[src/rtl/itof_pipe_if.sv]
// Stream handshake bundle for the integer-to-float converter.
// Carries the input operand stream and the packed float result stream.
interface itof_pipe_if;
  logic        in_valid;
  logic        in_ready;
  logic [31:0] in_data;
  logic        out_valid;
  logic        out_ready;
  logic [31:0] out_data;

  modport slave (
    input  in_valid, in_data, out_ready,
    output in_ready, out_valid, out_data
  );

  modport master (
    output in_valid, in_data, out_ready,
    input  in_ready, out_valid, out_data
  );
endinterface

[src/rtl/itof_pipe.sv]
// Three-stage signed 32-bit integer to IEEE-754 single converter.
// Stage 1 takes the magnitude, stage 2 normalises, stage 3 rounds and packs.
module itof_pipe #(
  parameter bit RNE = 1'b1
) (
  input logic       clk,
  input logic       rstn,
  itof_pipe_if.slave io
);

  localparam int unsigned W   = 32;
  localparam int unsigned EW  = 8;
  localparam int unsigned MW  = 24;
  localparam int unsigned LZW = 5;
  localparam logic [EW-1:0] EXP_TOP = 8'd158;

  logic stall;

  // Whole pipe freezes when the output is held; bubbles stay in place.
  assign stall       = io.out_valid & ~io.out_ready;
  assign io.in_ready = ~stall;

  // Stage 1: sign / magnitude split
  logic         v1, sign1, zero1;
  logic [W-1:0] mag1;

  always_ff @(posedge clk or negedge rstn) begin
    if (!rstn) begin
      v1    <= 1'b0;
      sign1 <= 1'b0;
      zero1 <= 1'b0;
      mag1  <= '0;
    end else if (!stall) begin
      v1    <= io.in_valid & io.in_ready;
      sign1 <= io.in_data[W-1];
      zero1 <= (io.in_data == '0);
      mag1  <= io.in_data[W-1] ? W'(-io.in_data) : io.in_data;
    end
  end

  // Stage 2: leading-zero count and normalisation
  logic [LZW-1:0] lz_c;
  logic [W-1:0]   norm_c;
  logic [EW-1:0]  exp_c;

  always_comb begin
    lz_c = LZW'(31);
    for (int i = 0; i < 32; i++) begin
      if (mag1[i]) lz_c = LZW'(31 - i);
    end
    norm_c = mag1 << lz_c;
    exp_c  = EXP_TOP - EW'(lz_c);
  end

  logic          v2, sign2, zero2;
  logic [W-1:0]  norm2;
  logic [EW-1:0] exp2;

  always_ff @(posedge clk or negedge rstn) begin
    if (!rstn) begin
      v2    <= 1'b0;
      sign2 <= 1'b0;
      zero2 <= 1'b0;
      norm2 <= '0;
      exp2  <= '0;
    end else if (!stall) begin
      v2    <= v1;
      sign2 <= sign1;
      zero2 <= zero1;
      norm2 <= norm_c;
      exp2  <= exp_c;
    end
  end

  // Stage 3: round and pack
  logic [MW-1:0] mant_c;
  logic          guard_c, sticky_c, round_up_c;
  logic [MW:0]   mant_r_c;
  logic [EW-1:0] exp_r_c;
  logic [22:0]   frac_c;
  logic [W-1:0]  packed_c;

  always_comb begin
    mant_c     = norm2[31:8];
    guard_c    = norm2[7];
    sticky_c   = |norm2[6:0];
    round_up_c = RNE ? (guard_c & (sticky_c | mant_c[0])) : 1'b0;
    mant_r_c   = {1'b0, mant_c} + (MW+1)'(round_up_c);
    // A carry out leaves mant_r = 1_0000...; the shifted view is all zeros.
    exp_r_c    = mant_r_c[MW] ? (exp2 + 8'd1) : exp2;
    frac_c     = mant_r_c[MW] ? mant_r_c[23:1] : mant_r_c[22:0];
    packed_c   = zero2 ? '0 : {sign2, exp_r_c, frac_c};
  end

  always_ff @(posedge clk or negedge rstn) begin
    if (!rstn) begin
      io.out_valid <= 1'b0;
      io.out_data  <= '0;
    end else if (!stall) begin
      io.out_valid <= v2;
      io.out_data  <= packed_c;
    end
  end

endmodule

[src/flat_wrapper.sv]
// flat-port wrapper written by rule: the top's interface ports become plain ports
module itof_pipe_flat 
#(
  parameter bit RNE = 1'b1
)
  (clk, rstn, io_in_valid, io_in_data, io_out_ready, io_in_ready, io_out_valid, io_out_data);
  itof_pipe_if io_i ();
  input logic clk;
  input logic rstn;
  input wire logic [$bits(io_i.in_valid)-1:0] io_in_valid;
  input wire logic [$bits(io_i.in_data)-1:0] io_in_data;
  input wire logic [$bits(io_i.out_ready)-1:0] io_out_ready;
  output wire logic [$bits(io_i.in_ready)-1:0] io_in_ready;
  output wire logic [$bits(io_i.out_valid)-1:0] io_out_valid;
  output wire logic [$bits(io_i.out_data)-1:0] io_out_data;
  assign io_i.in_valid = io_in_valid;
  assign io_i.in_data = io_in_data;
  assign io_i.out_ready = io_out_ready;
  assign io_in_ready = io_i.in_ready;
  assign io_out_valid = io_i.out_valid;
  assign io_out_data = io_i.out_data;
  itof_pipe #(.RNE(RNE)) u_core (.clk(clk), .rstn(rstn), .io(io_i));
endmodule
[config.mk]
export PLATFORM = sky130hd
export DESIGN_NAME = itof_pipe_flat
export DESIGN_NICKNAME = d
export VERILOG_FILES = /design/src/rtl/itof_pipe_if.sv /design/src/rtl/itof_pipe.sv /design/src/flat_wrapper.sv
export SDC_FILE = /design/constraint.sdc
export NUM_CORES = 1
export LEC_CHECK = 0
export ABC_CLOCK_PERIOD_IN_PS = 4190
export CAP_MARGIN = 20
export CORE_AREA = 5 5 142 110
export DETAILED_ROUTE_END_ITERATION = 12
export DIE_AREA = 0 0 147 115
export PLACE_DENSITY = 0.73
export SETUP_SLACK_MARGIN = 0.05
export SLEW_MARGIN = 20
export SYNTH_ARGS = -nofsm -noshare
export SYNTH_HDL_FRONTEND = slang
export SYNTH_SLANG_ARGS = --single-unit
[constraint.sdc]
create_clock -name clk -period 4.19 [get_ports clk]
set_input_delay 0.419 -clock clk [delete_from_list [all_inputs] [get_ports clk]]
set_output_delay 0.419 -clock clk [all_outputs]
set_load 0.1 [all_outputs]
Word level (Yosys, flattened, before mapping)
Cells that the tools add are included.
{"block": "classes", "add_sub_neg": 4, "n_shift": 1, "mux": 35, "bitwise_logic": 6, "reduce_logical": 2}
{"cell": "5-bit two-way mux", "count": 16}
{"cell": "32-bit two-way mux", "count": 2}
{"cell": "32-bit zero test", "count": 1}
{"cell": "4-bit two-way mux", "count": 8}
{"cell": "32-bit negation", "count": 1}
{"cell": "32-bit by 5-bit << shifter with 32-bit output", "count": 1}
{"cell": "24-bit by 1-bit adder with 25-bit output", "count": 1}
{"cell": "23-bit two-way mux", "count": 1}
{"cell": "3-bit two-way mux", "count": 4}
{"cell": "8-bit by 1-bit adder with 8-bit output (second input constant)", "count": 1}
{"cell": "8-bit two-way mux", "count": 1}
{"cell": "8-bit by 5-bit subtractor with 8-bit output (first input constant)", "count": 1}
{"cell": "7-bit OR reduction", "count": 1}
{"cell": "2-bit two-way mux", "count": 2}
{"cell": "1-bit bitwise AND", "count": 3}
{"cell": "1-bit inverter", "count": 2}
{"cell": "1-bit two-way mux", "count": 1}
{"cell": "1-bit OR", "count": 1}
{"block": "totals", "register_bits": 111, "in_bits": 36, "elab_cells": 59}

Longest topological paths before layout
{"block": "depth", "depth_word": 32, "ltp_mapped": 13, "mapped_depth_nobuf": 11}

Worst setup path after synthesis
OpenSTA, ideal clock, no wires.
{"block": "synth_timing", "kind": "flip-flop to output port", "start": "register u_core.io.out_valid", "end": "output port io_in_ready", "arrival_ns": 2.558, "t_required_ns": 3.771, "setup_slack_ns": 1.213, "path_stages_with_launch": 6, "n_path_buf": 3, "path_cell_list": "dfrtp_1 nor2b_1 clkbuf_1 inv_1 clkbuf_1 clkbuf_1"}
{"block": "synth_via", "elab_chain_len": 2}
{"item": "start, declared", "line_no": "itof_pipe_if.sv:13", "text": "output in_ready, out_valid, out_data"}
{"item": "start signal, assigned", "line_no": "itof_pipe.sv:100", "text": "io.out_valid <= v2;"}
{"item": "1-bit bitwise AND", "line_no": "itof_pipe.sv:20", "text": "assign stall = io.out_valid & ~io.out_ready;"}
{"item": "1-bit inverter", "line_no": "itof_pipe.sv:21", "text": "assign io.in_ready = ~stall;"}
{"item": "end, declared", "line_no": "flat_wrapper.sv:13", "text": "output wire logic [$bits(io_i.in_ready)-1:0] io_in_ready;"}
Every way passes these cells.

Worst setup path in the final report
{"block": "layout_timing", "start": "register u_core.mag1[12]", "end": "register u_core.norm2[26]"}
{"block": "layout_via", "elab_chain_len": 21}
{"item": "start, declared", "line_no": "itof_pipe.sv:25", "text": "logic [W-1:0] mag1;"}
{"item": "start signal, assigned", "line_no": "itof_pipe.sv:37", "text": "mag1 <= io.in_data[W-1] ? W'(-io.in_data) : io.in_data;"}
{"item": "4-bit two-way mux (4 in series)", "line_no": "itof_pipe.sv:49", "text": "if (mag1[i]) lz_c = LZW'(31 - i);"}
{"item": "5-bit two-way mux (16 in series)", "line_no": "itof_pipe.sv:49"}
{"item": "32-bit by 5-bit << shifter with 32-bit output (*)", "line_no": "itof_pipe.sv:51", "text": "norm_c = mag1 << lz_c;"}
{"item": "end signal, assigned", "line_no": "itof_pipe.sv:70", "text": "norm2 <= norm_c;"}
{"item": "end, declared", "line_no": "itof_pipe.sv:56", "text": "logic [W-1:0] norm2;"}
Every way passes the cells marked *; elsewhere a longest branch is shown, timed or not.
A chain may end at the register's enable or synchronous reset.

==> flow_summary.yaml <==
logic_synthesis:
  synth.avg_cell_area_um2: 8.77
  post_synthesis_net_count: 901
  synth.largest_area_cell: "dfrtp_1"
  area_of_the_mapped_netlist_um2: 7550
  yosys_register_bits: 111
  post_synth_inst_count: 861
  share_of_yosys_cell_area_claimed_by_the_top_area_cell_type_pct: 36.8
  ys_async_sr_fraction_pct: 100
  synth_area_leaders: "dfrtp_1 (37%), mux2i_1 (8.2%), nand2_1 (6.9%), o21ai_0 (4.9%), xor2_1 (4.9%)"
  number_of_enable_flip_flop_cells_after_synthesis: 0
  primary_flip_flop_cell_chosen_by_synthesis_mapping: "dfrtp_1"
  synth.yosys.seq_area_share_pct: 36.8
  netlist-cell-type-count: 77
  yosysWarnings: 0
clocking:
  cts_hold_repair.buffers: 0
  cts-resized-gates: 0
  clk_latency_ns: 0.36
  clk_transition_reported_paths_ns: 0.08
  cts.sinks: 111
  numCtsBuffers: 9
  htree_levels: 3
  cts.root.buffer_cell: "clkbuf_16"
  cts_setup_buffers: 0
  cts_tree: "done"
  cts_max_path_buffers: 2
timing:
  worstMarginPinSlew_ns: 0.974
  post-route-worst-setup-slack_ns: 0.685
  rsz0062_at_grt: "false"
  finalWorstPathRequiredPeriod_ns: 3.50
  report.final.setup_viol: 0
  slew_headroom_pct: 34.9
  period_share_pct: 83.6
  fin_worst_skew_ns: 0.00763
  clock.fmax_ghz: 0.285
  drv_slew: 0
  final-hold-violation-count: 0
  fin_setup_tns_ns: 0
critical_path:
  worstSetupStartpointType: "register"
  cp_max_fo: 54
  worst-setup-path-type: "register to register"
  worstSetupEndpointType: "register"
  number_of_cells_on_the_worst_reg_to_reg_path: 10
  timing.critical_path.arrival_ns: 3.73
  worstPathRequired_ns: 4.42
place:
  dp.final_hpwl_mm: 15.4
  placed_cells_incl_taps: 1062
  io_buffer_count: 69
  finalWeightedCongestion: 1.03
  dp_slack_ns: 0.826
floorplan:
  io-pin-count: 70
  die_width_um: 147
  design.die.area_um2: 16900
  starting_utilization_of_the_core_area_pct: 53.5
  core_area_um2: 14100
  die_height_um: 115
  row_count: 38
global_routing:
  grt_pass1_vias: 6212
  globalRouteOverflowTotal: 0
  antenna_violations_before_repair: 0
  grt_start_max_net_pins: 69
  grt_use_total_pct: 25.6
  grt_pass1_wl_mm: 34.7
drt:
  drtPass1Iterations: 6
  dr.first_iter.drc_count: 789
  route.detailed.wl_per_inst_um: 19.5
  detailed_route_wl_mm: 21.1
  via_per_inst: 6.20
  detail-route-antenna-nets: 0
  via_count: 6682
  detail_route.drc_violations: 0
layout:
  num-nets-final: 933
  area_growth_pct: 13.7
  postLayoutCoreUtil_pct: 60.8
  stdcell_count: 1078
  antenna_cells: 0
  mostFrequentLayoutCells: "nand2_1 (138), dfrtp_1 (111), o21ai_0 (74)"
  n_fill_cell: 1236
  post_route_cells_drive_above_1_share_pct: 8.13
  final_common_cell: "nand2_1"
hold_path:
  worst_hold_path_type: "input pin to async pin"
power:
  power_mw: 6.78
  power.density_nw_per_um2: 789
  leakagePower_nw: 3.51
  max-vdd-ir-drop_uv: 477
flow_run:
  max-cap-violations: 0
status:
  result_of_the_run: "completed"
[worst max-delay path, stage by stage (launching register included)]
cell      delay [ns]
dfrtp_1         0.47
or3_1           0.41
a221oi_2        0.17
o21ai_1         0.18
a211oi_4        0.31
buf_12          0.33
mux2_2          0.44
o21ai_0         0.49
o22ai_1         0.17
a211oi_1        0.27
o21ai_0         0.12
[path summary, 6_finish.rpt]
kind                       slack (ns)       startpoint                  end
setup / recovery                 0.69  u_core.mag1[12]     u_core.norm2[26]
min in group clk                 0.46        u_core.v2  u_core.io.out_valid
max in group asynchronous        3.24             rstn      u_core.mag1[31]
hold / removal                   0.03             rstn       u_core.mag1[5]
hold reg to reg                  0.46        u_core.v2  u_core.io.out_valid
setup reg to reg                 0.69  u_core.mag1[12]     u_core.norm2[26]
[cells in the mapped netlist (14+ instances only)]
library cell and number:
a21oi_1 26, nor2_1 61, xnor2_1 15, o21ai_0 74, xor2_1 42, nor3_1 14, a22o_1 17, inv_1 15
buf_2 14, nand2_1 138, clkbuf_1 34, dfrtp_1 111, nand3_1 14, mux2i_1 62
[kinds of logic after synthesis]
family          Yosys count  synth area share, %
compound gates          228                 21.0
xor+xnor                 57                 6.61
fa+ha+maj                 4                0.663
buf+inv                  84                 5.68
flops                   111                 36.8
mux                      74                 10.2
simple gates            303                 19.1
[power by group]
part	switching, mW	internal (mW)
Clock	0.430	0.475
Combinational	2.63	1.28
Sequential	0.502	1.47
[per-layer routing]
layer  part of all wire, %  track usage (%)  vias to the layer above
li1                      -                -                     3158
met5                     0                0                        -
met3                   9.4             7.37                       28
met2                    41             36.0                      278
met1                    48             39.3                     3218
met4                   1.3             5.09                        0
[per-stage QoR]
stage,cell area (um^2),hold slack [ns]
floorplan,7550,0.123
global placement,8280,0.426
detailed placement,8280,0.422
CTS,8590,0.0405
global route,8580,0.0710
finish,8580,0.0260
[final cells by class]
cell class / instances / area (um^2) / area share, %
multi-input combinational: 666 / 4360 / 50.8
sequential: 111 / 2780 / 32.4
timing repair buffer: 89 / 856 / 9.97
clock buffer: 10 / 229 / 2.67
tap: 180 / 225 / 2.62
clock inverter: 6 / 75.1 / 0.875
inverter: 16 / 60.1 / 0.700
[state kept, by name, indices dropped and copies added (netlist names), 8 cells and up]
register            cells
u_core.norm2           32
u_core.io.out_data     32
u_core.exp2             8
u_core.mag1            32
Power figures use the tool's default switching activity.
